## config.mk

```make
export PLATFORM = sky130hd
export DESIGN_NAME = note_player
export DESIGN_NICKNAME = d
export VERILOG_FILES = /design/src/rtl/note_pkg.sv /design/src/rtl/note_player_tone_divider.sv /design/src/rtl/note_player.sv
export SDC_FILE = /design/constraint.sdc
export NUM_CORES = 1
export LEC_CHECK = 0
export ABC_AREA = 0
export CORE_MARGIN = 3
export CORE_UTILIZATION = 30
export CTS_BUF_LIST = sky130_fd_sc_hd__clkbuf_4 sky130_fd_sc_hd__clkbuf_8 sky130_fd_sc_hd__clkbuf_16
export DETAILED_ROUTE_END_ITERATION = 12
export GPL_ROUTABILITY_DRIVEN = 0
export PLACE_DENSITY = 0.43
export SYNTH_ARGS = -nofsm -noshare
export SYNTH_HDL_FRONTEND = slang
export SYNTH_SLANG_ARGS = --single-unit
```

## constraint.sdc

```tcl
create_clock -name clk -period 4.9 [get_ports clk]
set_clock_uncertainty 0.05 [all_clocks]
set_input_delay 0.98 -clock clk [delete_from_list [all_inputs] [get_ports clk]]
set_output_delay 0.98 -clock clk [all_outputs]
set_load 0.01 [all_outputs]
```

## src/rtl/note_pkg.sv

```systemverilog
// Shared widths, pitch table, length saturation and state encoding for the
// note_player block and its tone_divider.
package note_pkg;

  localparam int OCTAVE_BITS = 2;
  localparam int NOTE_BITS   = 3;
  localparam int LENGTH_BITS = 3;
  localparam int HALF_BITS   = 18;
  localparam int DUR_BITS    = 31;

  localparam logic [NOTE_BITS-1:0]   NOTE_REST  = 3'd7;
  localparam logic [LENGTH_BITS-1:0] LENGTH_MAX = 3'd6;

  // Octave-0 half periods at 100 MHz for C..B; index 7 (rest) never drives the divider.
  localparam logic [HALF_BITS-1:0] HALF_PERIOD [8] = '{
    18'd191113, 18'd170262, 18'd151686, 18'd143172,
    18'd127551, 18'd113636, 18'd101239, 18'd0
  };

  typedef enum logic [1:0] {IDLE, TONE, GAP} state_t;

  function automatic logic [HALF_BITS-1:0] half_period_of(
    input logic [NOTE_BITS-1:0]   n,
    input logic [OCTAVE_BITS-1:0] o
  );
    return HALF_PERIOD[n] >> o;
  endfunction

  function automatic logic [LENGTH_BITS-1:0] sat_length(input logic [LENGTH_BITS-1:0] len);
    return (len > LENGTH_MAX) ? LENGTH_MAX : len;
  endfunction

endpackage

```

## src/rtl/note_player_tone_divider.sv

```systemverilog
// Square-wave generator: high for half_period cycles, low for half_period
// cycles, repeating while run; forced low and rearmed when run drops.
module tone_divider
  import note_pkg::*;
(
  input  logic                 clk,
  input  logic                 rst,
  input  logic                 run,
  input  logic [HALF_BITS-1:0] half_period,
  output logic                 buzzer
);

  logic [HALF_BITS-1:0] cnt_q, cnt_d;
  logic                 phase_q, phase_d;

  always_ff @(posedge clk) begin
    if (rst) begin
      cnt_q   <= '0;
      phase_q <= 1'b0;
    end else begin
      cnt_q   <= cnt_d;
      phase_q <= phase_d;
    end
  end

  always_comb begin
    cnt_d   = '0;
    phase_d = 1'b0;
    if (run) begin
      if (cnt_q == half_period - HALF_BITS'(1)) begin
        cnt_d   = '0;
        phase_d = ~phase_q;
      end else begin
        cnt_d   = cnt_q + HALF_BITS'(1);
        phase_d = phase_q;
      end
    end
  end

  // Gating with run makes the first tone cycle high without waiting a clock.
  assign buzzer = run & ~phase_q;

endmodule

```

## src/rtl/note_player.sv

```systemverilog
// Plays one (octave, note, length) event on the buzzer, then a silent gap,
// then pulses done. Optional one-entry queue: define NOTE_PLAYER_QUEUE_EN.
module note_player
  import note_pkg::*;
#(
  parameter int UNIT_CYCLES = 25_000_000,
  parameter int GAP_CYCLES  = 2_000_000
) (
  input  logic                   clk,
  input  logic                   rst,
  input  logic                   start,
  input  logic [OCTAVE_BITS-1:0] octave,
  input  logic [NOTE_BITS-1:0]   note,
  input  logic [LENGTH_BITS-1:0] length,
  input  logic                   abort,
  output logic                   busy,
  output logic                   done,
`ifdef NOTE_PLAYER_QUEUE_EN
  output logic                   queue_full,
`endif
  output logic                   buzzer
);

  localparam logic [DUR_BITS-1:0] GAP_LOAD = DUR_BITS'(GAP_CYCLES - 1);

  function automatic logic [DUR_BITS-1:0] tone_load(input logic [LENGTH_BITS-1:0] len);
    return (DUR_BITS'(UNIT_CYCLES) << len) - DUR_BITS'(1);
  endfunction

  state_t                 state_q, state_d;
  logic [DUR_BITS-1:0]    dur_q, dur_d;
  logic                   done_q, done_d;
  logic [OCTAVE_BITS-1:0] oct_q, oct_d;
  logic [NOTE_BITS-1:0]   note_q, note_d;
  logic [LENGTH_BITS-1:0] len_q, len_d;
  logic                   run;

`ifdef NOTE_PLAYER_QUEUE_EN
  logic                   qv_q, qv_d;
  logic [OCTAVE_BITS-1:0] qoct_q, qoct_d;
  logic [NOTE_BITS-1:0]   qnote_q, qnote_d;
  logic [LENGTH_BITS-1:0] qlen_q, qlen_d;
`endif

  always_ff @(posedge clk) begin
    if (rst) begin
      state_q <= IDLE;
      dur_q   <= '0;
      done_q  <= 1'b0;
`ifdef NOTE_PLAYER_QUEUE_EN
      qv_q    <= 1'b0;
`endif
    end else begin
      state_q <= state_d;
      dur_q   <= dur_d;
      done_q  <= done_d;
`ifdef NOTE_PLAYER_QUEUE_EN
      qv_q    <= qv_d;
`endif
    end
  end

  // Event payload registers need no reset: they are only read once loaded.
  always_ff @(posedge clk) begin
    oct_q  <= oct_d;
    note_q <= note_d;
    len_q  <= len_d;
`ifdef NOTE_PLAYER_QUEUE_EN
    qoct_q  <= qoct_d;
    qnote_q <= qnote_d;
    qlen_q  <= qlen_d;
`endif
  end

  always_comb begin
    state_d = state_q;
    dur_d   = dur_q;
    done_d  = 1'b0;
    oct_d   = oct_q;
    note_d  = note_q;
    len_d   = len_q;
`ifdef NOTE_PLAYER_QUEUE_EN
    qv_d    = qv_q;
    qoct_d  = qoct_q;
    qnote_d = qnote_q;
    qlen_d  = qlen_q;
`endif
    case (state_q)
      IDLE: begin
`ifdef NOTE_PLAYER_QUEUE_EN
        // A pending queued event takes priority over a new start.
        if (abort) begin
          qv_d = 1'b0;
        end else if (qv_q) begin
          state_d = TONE;
          oct_d   = qoct_q;
          note_d  = qnote_q;
          len_d   = qlen_q;
          dur_d   = tone_load(qlen_q);
          qv_d    = 1'b0;
        end else
`endif
        if (start && !abort) begin
          state_d = TONE;
          oct_d   = octave;
          note_d  = note;
          len_d   = sat_length(length);
          dur_d   = tone_load(sat_length(length));
        end
      end
      TONE: begin
        if (abort) begin
          state_d = IDLE;
        end else if (dur_q == '0) begin
          state_d = GAP;
          dur_d   = GAP_LOAD;
        end else begin
          dur_d = dur_q - DUR_BITS'(1);
        end
      end
      GAP: begin
        if (abort) begin
          state_d = IDLE;
        end else if (dur_q == '0) begin
          state_d = IDLE;
          done_d  = 1'b1;
        end else begin
          dur_d = dur_q - DUR_BITS'(1);
        end
      end
      default: state_d = IDLE;
    endcase
`ifdef NOTE_PLAYER_QUEUE_EN
    if (state_q != IDLE) begin
      if (abort) begin
        qv_d = 1'b0;
      end else if (start && !qv_q) begin
        qv_d    = 1'b1;
        qoct_d  = octave;
        qnote_d = note;
        qlen_d  = sat_length(length);
      end
    end
`endif
  end

  always_comb begin
`ifdef NOTE_PLAYER_QUEUE_EN
    busy       = (state_q != IDLE) || qv_q;
    queue_full = qv_q;
`else
    busy = (state_q != IDLE);
`endif
    done = done_q;
    run  = (state_q == TONE) && (note_q != NOTE_REST);
  end

  tone_divider u_div (
    .clk         (clk),
    .rst         (rst),
    .run         (run),
    .half_period (half_period_of(note_q, oct_q)),
    .buzzer      (buzzer)
  );

endmodule

```

==> summary.md, run 1 <==
| Metric | Value |
|---|---|
| CTS root buf | clkbuf_16 |
| FILL cells | about 1,600 |
| # diodes | 0 |
| R2R setup slack | 610 ps |
| CP Launch Type | register |
| Clock Pin Slew Worst Setup and Hold Paths | 60 ps |
| CP arrival | 4440 ps |
| Final setup violation count | 0 |
| Input/output buffers | 14 |
| Reg2reg path depth | 16 |
| Clock insertion delay at the later pin of the skew report | 340 ps |
| Max-cap check violation count | 0 |
| Max Fclk | approximately 0.23 GHz |
| Syn-to-layout area delta | 12.7% |
| Post-CTS setup buffers | 0 |
| DRT Pass-1 Iters | 5 |
| Clock sinks | 58 |
| Setup crit end kind | register |
| Synth area leader | dfxtp_1 |
| Crit-path max FO | 12 |
| DIE WIDTH | 133 µm |
| Yosys reg bits | a little under 60 |
| Vias in the first global route | approximately 4,500 |
| Post-Layout Cell Count | 859 |
| CTS tree | yes |
| Drt wl/cell | roughly 16 µm |
| Ranking of synthesized cells by area | dfxtp_1, nor2_1, o21ai_0 |
| P per Cell Area | 296 nW/µm² |
| # hold bufs at CTS | 0 |
| Kind of critical path | register to register |
| Distinct cells, synth | between 70 and 80 |
| 1st-iter DRT viols | 336 |
| I/O pin cnt | 15 |
| Gate count of the mapped netlist | between 600 and 700 |
| CTS Buffer Depth | 2 |
| Final instance area | between 5000 and 6000 µm² |
| Avg Vias per Cell | about 5.4 |
| Total global-route track usage | between 10% and 20% |
| Final #Nets | between 600 and 700 |
| Async S/R FF share, synth | 0% |
| Syn_nets | around 670 |
| # DRC | 0 |
| Final core occ | 35.2% |
| YS warnings | 0 |
| DRT antenna net count | 0 |
| # placed instances | 843 |
| Synth top area share | between 20% and 30% |
| Post-synth EDFFs | 5 |
| Critical Path Start | note_q[0]$_DFFE_PP_ |
| Grt ovf | 0 |
| Row count | between 40 and 50 |
| Mean Syn Cell Area | about 7.5 µm² |
| Leak | roughly 1.9 nW |
| Worst Path Required | a little over 5000 ps |
| Setup TNS | 0 ps |
| Top_reg_cell synth | dfxtp_1 |
| Fraction of layout cells with a size suffix above 1 | about 9.9% |
| Hold WC Path Type | register to register |
| Worst slew pin tran | around 910 ps |
| Num CTS Buffers | 9 |
| Final worst path period need | between 4000 and 5000 ps |
| Headroom to the max-slew limit | about 39% |
| Fin. Hold Viols | 0 |
| PnR Total Power | approximately 1.6 mW |
| Total Wirelength | about 14,000 µm |
| Initial antenna violation count | 0 |
| Reg-to-reg endpoint | u_div.cnt_q[4]$_SDFF_PP0_ |
| RSZ-0062 raised after global routing | no |
| Final Cycle Share | 87.5% |
| Initial Util | 31.3% |
| Cell area after synthesis | between 4000 and 5000 µm² |
| Crit path capture | u_div.cnt_q[4]$_SDFF_PP0_ |
| Post-cts resize count | 0 |
| Vias | roughly 4,600 |
| Die area | between 15,000 and 20,000 µm² |
| H-Tree Level Count | 3 |
| Placeable Area | about 15,000 µm² |
| Post-synthesis sequential area ratio | roughly a quarter |
| Pin count of the biggest net entering global routing | 44 |
| First-pass GRT wire length | roughly 23,000 µm |
| IR drop worst, VDD | about 210 µV |
| Worst reg2reg path startpoint | note_q[0]$_DFFE_PP_ |
| Dpl cell area | slightly above 5000 µm² |
| Max-slew violations | 0 |
| Status | completed |
| Die Y | 133 µm |
| Dpl hpwl | 9920 µm |
==> power breakdown <==
part	switching, mW	internal (mW)	total [mW]
clock network	0.245	0.442	0.687
registers	0.0330	0.505	0.538
logic	0.238	0.151	0.389
total	0.515	1.10	1.61
==> metal layers <==
layer	track usage [%]	wire length, µm	up-vias
li1	-	-	2355
met1	19.6	6290	2198
met2	28.2	7050	68
met3	3.92	437	17
met4	5.08	260	0
met5	0	0	-
==> state kept, by name, summed over array words and instances, names as in the netlist <==
| name | flops |
|---|---|
| oct_q | 2 |
| note_q | 3 |
| state_q | 2 |
| u_div.phase_q | 1 |
| dur_q | 31 |
| done | 1 |
| u_div.cnt_q | 18 |
==> worst min path at each step <==
stage                                         end  cells after the start                     from
after global routing       dur_q[28]$_SDFFE_PP0P_                      2   dur_q[28]$_SDFFE_PP0P_
after floorplan            dur_q[28]$_SDFFE_PP0P_                      2   dur_q[28]$_SDFFE_PP0P_
after global placement     dur_q[28]$_SDFFE_PP0P_                      2   dur_q[28]$_SDFFE_PP0P_
final                      dur_q[28]$_SDFFE_PP0P_                      2   dur_q[28]$_SDFFE_PP0P_
after detailed placement  state_q[0]$_SDFFE_PP0P_                      2  state_q[0]$_SDFFE_PP0P_
after CTS                  dur_q[28]$_SDFFE_PP0P_                      2   dur_q[28]$_SDFFE_PP0P_
==> cells in the final DEF, fill, tap and decap left out, drive strengths merged, types with 7 or more instances in the layout <==
| master | netlist | final |
|---|---|---|
| mux2i | 10 | 10 |
| nor3 | 45 | 45 |
| clkdlybuf4s50 | 0 | 14 |
| nand2 | 41 | 41 |
| buf | 17 | 12 |
| a21oi | 45 | 45 |
| nor4 | 12 | 12 |
| xnor2 | 24 | 24 |
| xor2 | 24 | 24 |
| nor2 | 74 | 74 |
| dfxtp | 53 | 53 |
| a211oi | 10 | 10 |
| and2 | 7 | 7 |
| clkbuf | 23 | 12 |
| o21ai | 52 | 52 |
| o31ai | 8 | 8 |
| or3 | 12 | 12 |
| ha | 11 | 11 |
| nand2b | 13 | 13 |
| inv | 17 | 18 |
| a22oi | 7 | 7 |
| o211ai | 9 | 9 |
| or2 | 9 | 9 |
| nand3 | 21 | 21 |
| nor2b | 14 | 14 |
==> cells by family after synthesis <==
kind of cell,Yosys count,share of synthesized area (%)
adders and majority gates,11,2.84
xor gates and xnor gates,48,8.68
DFF,58,25.0
and+or+nand+nor,274,30.0
AOI/OAI and AO/OA,181,24.2
muxes,16,3.77
buffers and inverters,58,5.43
==> critical path, stage by stage (launching register included) <==
cell and delay, ps:
edfxtp_1 590, inv_1 140, ha_1 530, nand2_1 130, a311oi_1 440, a21oi_1 130
ha_1 300, inv_1 120, a211oi_1 90, xor2_1 220, mux2i_1 180, xnor2_1 80
o31a_1 290, nor4_2 270, o2111a_1 280, buf_4 230, nor3_1 70
==> synth_stat cells, types with 6 or more instances <==
library cell and count:
nor2_1 73, dfxtp_1 53, o21ai_0 51, a21oi_1 43, nand2_1 41, nor3_1 34
xnor2_1 24, xor2_1 24, clkbuf_1 23, nand3_1 21, inv_1 17, nor2b_1 14
nand2b_1 13, or3_1 12, ha_1 11, nor3_2 11, a211oi_1 10, mux2i_1 10
nor4_1 10, buf_2 9, o211ai_1 9, o31ai_1 8, or2_2 8, a22oi_1 7
and2_1 7, and3_1 6
==> per-stage QoR <==
stage	setup WS [ps]	hold slack, ps
after global routing	192	455
after detailed placement	627	425
after floorplan	989	394
after global placement	711	412
after CTS	595	433
final	613	424
==> layout make-up <==
cell class | count | area (µm²) | area share [%]
inverters | 18 | 67.6 | 1.24
repair buffers | 26 | 230 | 4.22
multi-input cells | 530 | 3370 | 61.7
flip-flops and latches | 58 | 1210 | 22.2
clock inverters | 4 | 46.3 | 0.848
well taps | 211 | 264 | 4.84
clock buffers | 12 | 272 | 4.97
(Power assumes the default switching activity.)
==> inputs of run 2 (changes only) <==
--- a/config.mk
+++ b/config.mk
@@ -14,2 +14,3 @@
 export PLACE_DENSITY = 0.43
+export SLEW_MARGIN = 20
 export SYNTH_ARGS = -nofsm -noshare
--- a/constraint.sdc
+++ b/constraint.sdc
@@ -4,2 +4,2 @@
 set_output_delay 0.98 -clock clk [all_outputs]
-set_load 0.01 [all_outputs]
+set_load 0.02 [all_outputs]
==> results of run 2 <==
Same layout as run 1 (identical final DEF). Status: completed.
Main changes from that run: total power 1.61 mW -> 1.62 mW
==> inputs of run 3 (changes only) <==
Settings changed: CAP_MARGIN set to 30, CTS_CLUSTER_DIAMETER set to 50, SETUP_SLACK_MARGIN set to 0.3.
==> summary.md, run 3 (synthesis results as in run 1) <==
| Metric | Value |
|---|---|
| Fin. Hold Viols | 0 (unchanged) |
| Worst Path Required | 5060 ps (about the same) |
| Headroom to the max-slew limit | 39.6% (+0.37 points) |
| Hold WC Path Type | register to register |
| Max Fclk | 0.239 GHz (+2.6%) |
| Most flop-heavy register | dur_q |
| IR drop worst, VDD | ~210 µV |
| H-Tree Level Count | 3 (unchanged) |
| Max FFs per register | 31 (unchanged) |
| Leak | 1.86 nW (about the same) |
| CTS tree | yes |
| Crit-path max FO | 12 (unchanged) |
| Input/output buffers | 14 (unchanged) |
| Worst-path cell chain | inv_1, ha_2, nor2_2, o21ai_0, nand3_1, ha_1, inv_1, a211oi_1, xor2_1, mux2i_1, xnor2_1, o31a_1, nor4_2, o2111a_1, buf_4, nor3_1 |
| Total global-route track usage | 16.2% (unchanged) |
| Avg Vias per Cell | 5.38 (-0.32%) |
| Pin count of the biggest net entering global routing | 44 (unchanged) |
| Worst slew pin tran | 906 ps (-5.54 ps) |
| Largest regs | dur_q x31, u_div.cnt_q x18, note_q x3 |
| GR peak layer | met2 |
| RSZ-0062 raised after global routing | no |
| First-pass GRT wire length | 23,200 µm (unchanged) |
| Drt wl/cell | 16.3 µm (-0.12%) |
| Max-cap check violation count | 0 (unchanged) |
| Clock sinks | 58 (unchanged) |
| Clock insertion delay at the later pin of the skew report | 340 ps (about the same) |
| Die area | 17,700 µm² (unchanged) |
| Post-Layout Cell Count | 859 (unchanged) |
| # placed instances | 843 (unchanged) |
| Kind of critical path | register to register |
| DIE WIDTH | 133 µm (unchanged) |
| Most common cell after layout, fill and taps aside | nor2_1 |
| Placeable Area | 15,500 µm² (unchanged) |
| DRT antenna net count | 0 (unchanged) |
| Worst path slowest cell | edfxtp_1 |
| # DRC | 0 (unchanged) |
| Final worst path period need | 4180 ps (-111 ps) |
| Num CTS Buffers | 9 (unchanged) |
| Slowest cell delay on critical path | 590 ps (about the same) |
| CTS root buf | clkbuf_16 |
| Met1 usage | 19.6% (unchanged) |
| Syn-to-layout area delta | 12.9% |
| Grt ovf | 0 (unchanged) |
| Status | completed |
| Max-slew violations | 0 (unchanged) |
| CP most frequent cell | inv_1 |
| Vias in the first global route | 4,458 (unchanged) |
| Commonest cells after routing, fill and taps aside | nor2_1, dfxtp_1, o21ai_0 |
| 1st-iter DRT viols | 320 (-4.8%) |
| CP Launch Type | register |
| Initial Util | 31.3% (unchanged) |
| Grt met2 use | 28.2% (unchanged) |
| CTS Buffer Depth | 2 (unchanged) |
| Vias | 4,623 (-0.32%) |
| # hold bufs at CTS | 0 (unchanged) |
| Crit path buf inv count | 3 (unchanged) |
| Initial antenna violation count | 0 (unchanged) |
| Met3 GRT Util | 3.92% (unchanged) |
| Final #Nets | 666 (unchanged) |
| CP arrival | 4330 ps (-110 ps) |
| Clock Pin Slew Worst Setup and Hold Paths | 60 ps (about the same) |
| Total Wirelength | 14,000 µm (-0.12%) |
| Final Cycle Share | 85.2% (-2.3 points) |
| Setup crit end kind | register |
| Die Y | 133 µm (unchanged) |
| CP delay by family, top | compound AO/OA/AOI/OAI gates |
| Fraction of layout cells with a size suffix above 1 | 10.2% (+0.31 points) |
| # diodes | 0 (unchanged) |
| P per Cell Area | 295 nW/µm² |
| Final setup violation count | 0 (unchanged) |
| Dpl hpwl | 9920 µm (unchanged) |
| I/O pin cnt | 15 (unchanged) |
| Setup TNS | 0 ps (unchanged) |
| DRT Pass-1 Iters | 5 (unchanged) |
| Post-CTS setup buffers | 0 (unchanged) |
| Row count | 45 (unchanged) |
[run 3: cell types whose count changed in the layout (fill, tap and decap cells not counted)]
cell / before / now
a311oi_2: 0 / 1
ha_2: 0 / 1
ha_1: 11 / 10
a311oi_1: 1 / 0
[run 3: area by class of cell]
type,instances,area [µm²]
clock buffer,12,272
clock inverter,4,46.3
fill,1635,10000
inverter,18,67.6
multi-input combinational,530,3380
sequential,58,1210
tap,211,264
timing repair buffer,26,230
[run 3: metrics by stage]
| stage | total power, mW | area, µm² | hold slack, ps | setup WS [ps] | utilization, % |
|---|---|---|---|---|---|
| final | 1.62 | 5470 | 424 | 723 | 35.3 |
| after global routing | 1.70 | 5470 | 455 | 319 | 35.3 |
| after CTS | 1.64 | 5460 | 433 | 595 | 35.2 |
| after detailed placement | 0.935 | 5140 | 425 | 627 | 33.2 |
| after global placement | 0.937 | 5140 | 412 | 711 | 33.2 |
| after floorplan | 0.836 | 4840 | 394 | 989 | - |
[run 3: metal layers]
layer | share of wire [%] | routed length (µm)
met1 | 45 | 6280
met2 | 50 | 7050
met3 | 3.1 | 433
met4 | 1.8 | 259
met5 | 0 | 0
[run 3: worst paths after layout]
| check | from | end | slack (ps) | cells after the start |
|---|---|---|---|---|
| hold reg to reg | dur_q[28]$_SDFFE_PP0P_ | dur_q[28]$_SDFFE_PP0P_ | 420 | 2 |
| setup / recovery | note_q[0]$_DFFE_PP_ | u_div.cnt_q[4]$_SDFF_PP0_ | 720 | 16 |
| setup reg to reg | note_q[0]$_DFFE_PP_ | u_div.cnt_q[4]$_SDFF_PP0_ | 720 | 16 |
| hold / removal | dur_q[28]$_SDFFE_PP0P_ | dur_q[28]$_SDFFE_PP0P_ | 420 | 2 |
[run 3: what timing repair did]
action                     CTS  global route
hold endpoints to repair     0             0
resized for setup            0             2
setup endpoints to repair    0            19
[run 3: worst reg2reg max path, cell delays in order (launching register included)]
cell and delay [ps]:
edfxtp_1 590, inv_1 140, ha_2 470, nor2_2 70, o21ai_0 440, nand3_1 160, ha_1 280, inv_1 120
a211oi_1 90, xor2_1 220, mux2i_1 180, xnor2_1 80, o31a_1 290, nor4_2 270, o2111a_1 280, buf_4 230
nor3_1 70
[run 3: power by group]
group	switching, mW	internal, mW
registers	0.0332	0.505
clock network	0.244	0.442
logic	0.239	0.152
total	0.516	1.10
==> RTL edit 1: new RTL, settings of run 2 <==
Re-encode `state_t` (3 states) as one-hot, 3 bits wide.
--- a/src/rtl/note_pkg.sv
+++ b/src/rtl/note_pkg.sv
@@ -17,7 +17,7 @@
     18'd127551, 18'd113636, 18'd101239, 18'd0
   };
 
-  typedef enum logic [1:0] {IDLE, TONE, GAP} state_t;
+  typedef enum logic [2:0] {IDLE = 3'b001, TONE = 3'b010, GAP = 3'b100} state_t;
 
   function automatic logic [HALF_BITS-1:0] half_period_of(
     input logic [NOTE_BITS-1:0]   n,
Behaviour: same outputs for any inputs over 10 cycles, from zero or initial values and one cycle with rst high; not proved beyond that.
==> RTL edit 1 against run 2 <==
  * Cell area decreased by 5.7%
  * Area after synthesis decreased by 4.4%
  * Utilization decreased by 0.48 points
  * Wire length decreased by 3.6%
  * Global-route usage increased by 0.40 points
  * Die area decreased by 4.2%
  * Power decreased by 8.2%
  * Sequential cell count increased by 1
  * Sequential share of layout area increased by 1.7 points
  * Maximum frequency decreased by 0.17%
  * Worst setup slack got worse by 7.4 ps
  * Critical path type unchanged
  * Highest routed layer unchanged
==> RTL edit 1: results (changes against run 2) <==
\begin{tabular}{lr}
\hline
Metric & Value \\
\hline
\multicolumn{2}{l}{\textbf{Synthesis}} \\
Proportion of synthesized chip area in sequential cells & 26.6\% (+1.6 points) \\
Ranking of synthesized cells by instance count & sky130\_fd\_sc\_hd\_\_nor2\_1 (90), sky130\_fd\_sc\_hd\_\_nand2\_1 (56), sky130\_fd\_sc\_hd\_\_dfxtp\_1 (54) \\
Mapped Nets & 636 (-4.9\%) \\
Area contributors post-synth & sky130\_fd\_sc\_hd\_\_dfxtp\_1 (23\%), sky130\_fd\_sc\_hd\_\_nor2\_1 (7.3\%), sky130\_fd\_sc\_hd\_\_o21ai\_0 (5.3\%) \\
Number of unique standard cell types used by synthesis & 74 (+2.8\%) \\
Fraction of synthesized cell area taken by the top area cell type & 23.4\% (+1.5 points) \\
\multicolumn{2}{l}{\textbf{Cells and area}} \\
Largest registers & dur\_q x31, u\_div.cnt\_q x18 \\
Final layout net count & 630 (-5.4\%) \\
Count of inserted antenna diode cells & 0 (unchanged) \\
Fraction of final layout cells sized beyond drive strength 1 & 7.48\% (-2.4 points) \\
\multicolumn{2}{l}{\textbf{Worst setup path}} \\
CP max FO & 17 (+5) \\
Delay of the slowest cell on the worst path & 490 ps (-100 ps) \\
Crit path max-delay cell type & sky130\_fd\_sc\_hd\_\_ha\_1 \\
Worst EP arrival & 4450 ps (about the same) \\
\multicolumn{2}{l}{\textbf{Route}} \\
Mean routed wirelength per cell & 16.9 um (+3.6\%) \\
Via-to-Cell Ratio & 5.66 (+4.8\%) \\
Violation count after the first detailed-route iteration & 448 (+33\%) \\
\multicolumn{2}{l}{\textbf{Timing}} \\
Actual slew at the worst max-slew pin & 1010 ps (+101 ps) \\
\multicolumn{2}{l}{\textbf{Global route}} \\
Maximum number of pins on one net before global-route repair & 42 (-4.5\%) \\
Overall track demand over capacity in global routing & 16.6\% (+0.40 points) \\
Via count of the first global-routing pass & 4325 (-3.0\%) \\
\multicolumn{2}{l}{\textbf{Run status}} \\
Status & finished, final reports clean \\
\multicolumn{2}{l}{\textbf{Power}} \\
Leakage component of the power & 1.80 nW (-3.5\%) \\
Peak supply drop & 0.163 mV (-23\%) \\
\multicolumn{2}{l}{\textbf{Placed design}} \\
HPWL Detailed & 9690 um (-2.3\%) \\
\hline
\end{tabular}
## RTL edit 1: cell types whose count changed in the layout (fill, tap and decap cells not counted), moves of 8 or more
cell / delta
sky130_fd_sc_hd__a21oi_1: -8
sky130_fd_sc_hd__nand2_1: +15
sky130_fd_sc_hd__nor2_1: +17
sky130_fd_sc_hd__nor3_2: -11
sky130_fd_sc_hd__o211ai_1: -8
## RTL edit 1: logic make-up (layout without fill, tap and decap cells)
| family | after synthesis | count (layout) | synth area share, % |
|---|---|---|---|
| and+or+nand+nor | 272 | 272 | 28.9 |
| xor gates and xnor gates | 43 | 43 | 8.14 |
| buffers and inverters | 55 | 54 | 6.14 |
| AOI/OAI and AO/OA | 161 | 161 | 22.7 |
| DFF | 59 | 59 | 26.6 |
| adders and majority gates | 8 | 8 | 2.16 |
| muxes | 18 | 18 | 5.38 |
## RTL edit 1: where the power goes
part	internal [W]	switching (W)	total (W)
clock	0.000434	0.000228	0.000662
sequential	0.000505	0.0000213	0.000527
combinational	0.000113	0.000181	0.000294
## RTL edit 1: routing by layer
layer	track usage [%]	part of all wire (%)	vias up
li1	-	-	2218
met1	20.2	44	2159
met2	28.6	50	117
met3	2.99	3.5	25
met4	7.21	3.3	0
met5	0	0	-
## RTL edit 1: final cells by class
| class | count | area, um^2 |
|---|---|---|
| fill | 1529 | 9660 |
| multi-input combinational | 502 | 3110 |
| sequential | 59 | 1230 |
| clock buffer | 12 | 265 |
| tap | 184 | 230 |
| timing repair buffer | 23 | 208 |
| inverter | 15 | 56.3 |
| clock inverter | 4 | 47.5 |
## RTL edit 1: critical path: cells and delay by family, from the launching register on
kind / cells / cell delay (ps)
compound gates: 6 / 1500
simple gates: 5 / 1170
fa+ha+maj: 2 / 730
buf+inv: 3 / 400
flops: 1 / 320
## RTL edit 1: per-stage QoR
stage / worst slack, ps / util, % / instance area [um^2] / hold WS (ps) / instances
global route: 110 / 34.8 / 5150 / 443 / 799
global placement: 774 / 32.7 / 4840 / 394 / 783
CTS: 635 / 34.8 / 5150 / 408 / 799
floorplan: 939 / - / 4630 / 381 / 616
finish: 605 / 34.8 / 5150 / 407 / 799
detailed placement: 647 / 32.7 / 4840 / 401 / 783
## RTL edit 1: path summary, 6_finish.rpt
| path | cells past startpoint | slack (ps) | start | to |
|---|---|---|---|---|
| setup / recovery | 16 | 610 | note_q[0]$_DFFE_PP_ | u_div.cnt_q[7]$_SDFF_PP0_ |
| hold reg to reg | 2 | 410 | dur_q[30]$_SDFFE_PP0P_ | dur_q[30]$_SDFFE_PP0P_ |
| hold / removal | 2 | 410 | dur_q[30]$_SDFFE_PP0P_ | dur_q[30]$_SDFFE_PP0P_ |
| setup reg to reg | 16 | 610 | note_q[0]$_DFFE_PP_ | u_div.cnt_q[7]$_SDFF_PP0_ |
==> RTL edit 2: new RTL, settings of run 2 <==
Without the edit above. Set the package constant `OCTAVE_BITS` to 3 (it was 2).
--- a/src/rtl/note_pkg.sv
+++ b/src/rtl/note_pkg.sv
@@ -2,7 +2,7 @@
 // note_player block and its tone_divider.
 package note_pkg;
 
-  localparam int OCTAVE_BITS = 2;
+  localparam int OCTAVE_BITS = 3;
   localparam int NOTE_BITS   = 3;
   localparam int LENGTH_BITS = 3;
   localparam int HALF_BITS   = 18;
Interface: changed (resized octave); port bits go from 15 to 16. No check against the original RTL was run, so the function may have changed too.
==> RTL edit 2 against run 2 <==
  * Worst setup slack worse by 290 ps
  * Area after synthesis increased by 3.5%
  * Critical endpoint is now u_div.phase_q$_SDFFE_PP0N_
  * Sequential power hardly changed
  * Worst hold slack worse by 8.6 ps
  * Count of clock-buffer cells in the layout is the same
  * Clock power decreased by 5.7%
  * Power fell by 2.0%
  * Wire length is 4.0% higher
  * Largest power group unchanged
  * Sequential cell count up 1
  * Cell area rose by 4.0%
==> RTL edit 2: results (changes against run 2) <==
\begin{tabular}{lr}
\hline
Metric & Value \\
\hline
\multicolumn{2}{l}{\textbf{Run status}} \\
Status & finished, final reports clean \\
\multicolumn{2}{l}{\textbf{Power}} \\
Leakage component of the power & 1.92 nW (+3.2\%) \\
\multicolumn{2}{l}{\textbf{Cells and area}} \\
Fraction of final layout cells sized beyond drive strength 1 & 9.12\% (-0.76 points) \\
Largest registers & dur\_q x31, u\_div.cnt\_q x18 \\
Final layout net count & 701 (+5.3\%) \\
\multicolumn{2}{l}{\textbf{Placed design}} \\
Placed cell count & 882 (+4.6\%) \\
HPWL Detailed & 10700 um (+7.5\%) \\
DP Area & 5370 um\^{}2 (+4.5\%) \\
\# port buffers & 15 (+1) \\
\multicolumn{2}{l}{\textbf{Route}} \\
Violation count after the first detailed-route iteration & 394 (+17\%) \\
Mean routed wirelength per cell & 16.3 um (-0.25\%) \\
Via-to-Cell Ratio & 5.60 (+3.7\%) \\
\multicolumn{2}{l}{\textbf{Synthesis}} \\
Number of instances in the synthesized netlist & 679 (+5.1\%) \\
Post-synthesis share of cell area spent on xor and xnor gates & 7.51\% (-1.2 points) \\
Proportion of synthesized chip area in sequential cells & 24.8\% (-0.26 points) \\
Synthesized flop and latch total & 59 (+1.7\%) \\
Share of synthesized cell area in full adder, half adder and majority cells & 2.75\% (-0.097 points) \\
Synthesized-area fraction occupied by ao, oa, aoi and oai cells & 27.3\% (+3.0 points) \\
Share of synthesized area spent on multiplexers & 3.00\% (-0.78 points) \\
EDFF count, synth & 6 (+1) \\
Ranking of synthesized cells by instance count & sky130\_fd\_sc\_hd\_\_nor2\_1 (75), sky130\_fd\_sc\_hd\_\_o21ai\_0 (58), sky130\_fd\_sc\_hd\_\_dfxtp\_1 (53) \\
Number of unique standard cell types used by synthesis & 81 (+13\%) \\
\multicolumn{2}{l}{\textbf{Global route}} \\
Maximum number of pins on one net before global-route repair & 40 (-9.1\%) \\
Overall track demand over capacity in global routing & 16.9\% (+0.67 points) \\
Wire length of the first global-routing pass & 25200 um (+8.7\%) \\
\multicolumn{2}{l}{\textbf{Worst setup path}} \\
Dominant delay contributor by cell family on the critical path & simple AND/OR/NAND/NOR gates \\
CP max FO & 7 (-5) \\
Delay of the slowest cell on the worst path & 550 ps (-40 ps) \\
Worst EP arrival & 4740 ps (+300 ps) \\
\hline
\end{tabular}
==> RTL edit 2: worst paths after layout <==
| check | startpoint | end | slack (ps) | cells past startpoint |
|---|---|---|---|---|
| setup / recovery | note_q[0]$_DFFE_PP_ | u_div.phase_q$_SDFFE_PP0N_ | 320 | 14 |
| setup reg to reg | note_q[0]$_DFFE_PP_ | u_div.phase_q$_SDFFE_PP0N_ | 320 | 14 |
| hold / removal | dur_q[22]$_SDFFE_PP0P_ | dur_q[22]$_SDFFE_PP0P_ | 420 | 2 |
| hold reg to reg | dur_q[22]$_SDFFE_PP0P_ | dur_q[22]$_SDFFE_PP0P_ | 420 | 2 |
==> RTL edit 2: power breakdown <==
part / total, W / internal, W / switching, W / leakage, nW
logic: 0.000396 / 0.000152 / 0.000244 / 1.28
clock network: 0.000648 / 0.000429 / 0.000219 / 0.150
registers: 0.000539 / 0.000513 / 0.0000264 / 0.488
total: 0.00158 / 0.00109 / 0.000490 / 1.92
==> RTL edit 2: kinds of logic after synthesis <==
group           count (synthesis)
buf+inv                        69
simple gates                  276
flops                          59
fa+ha+maj                      11
mux                            14
xor+xnor                       43
compound gates                207
==> RTL edit 2: final cells by class <==
cell class                 count  area, um^2
fill                        1706       10400
clock buffer                  12         265
tap                          216         270
multi-input combinational    551        3490
timing repair buffer          35         300
sequential                    59        1240
clock inverter                 2        35.0
inverter                      21        78.8
==> RTL edit 2: routing by layer <==
metal,vias to the layer above,global-route usage (%),part of all wire (%)
li1,2502,-,-
met5,-,0,0
met2,116,28.5,49
met1,2378,21.8,45
met3,23,3.19,4.0
met4,0,5.15,2.0
==> RTL edit 2: per-stage QoR <==
stage | setup WS, ps | hold slack [ps]
after floorplan | 204 | 386
after global placement | 362 | 406
after detailed placement | 232 | 409
after CTS | 213 | 417
after global routing | 4.20 | 438
final | 325 | 415
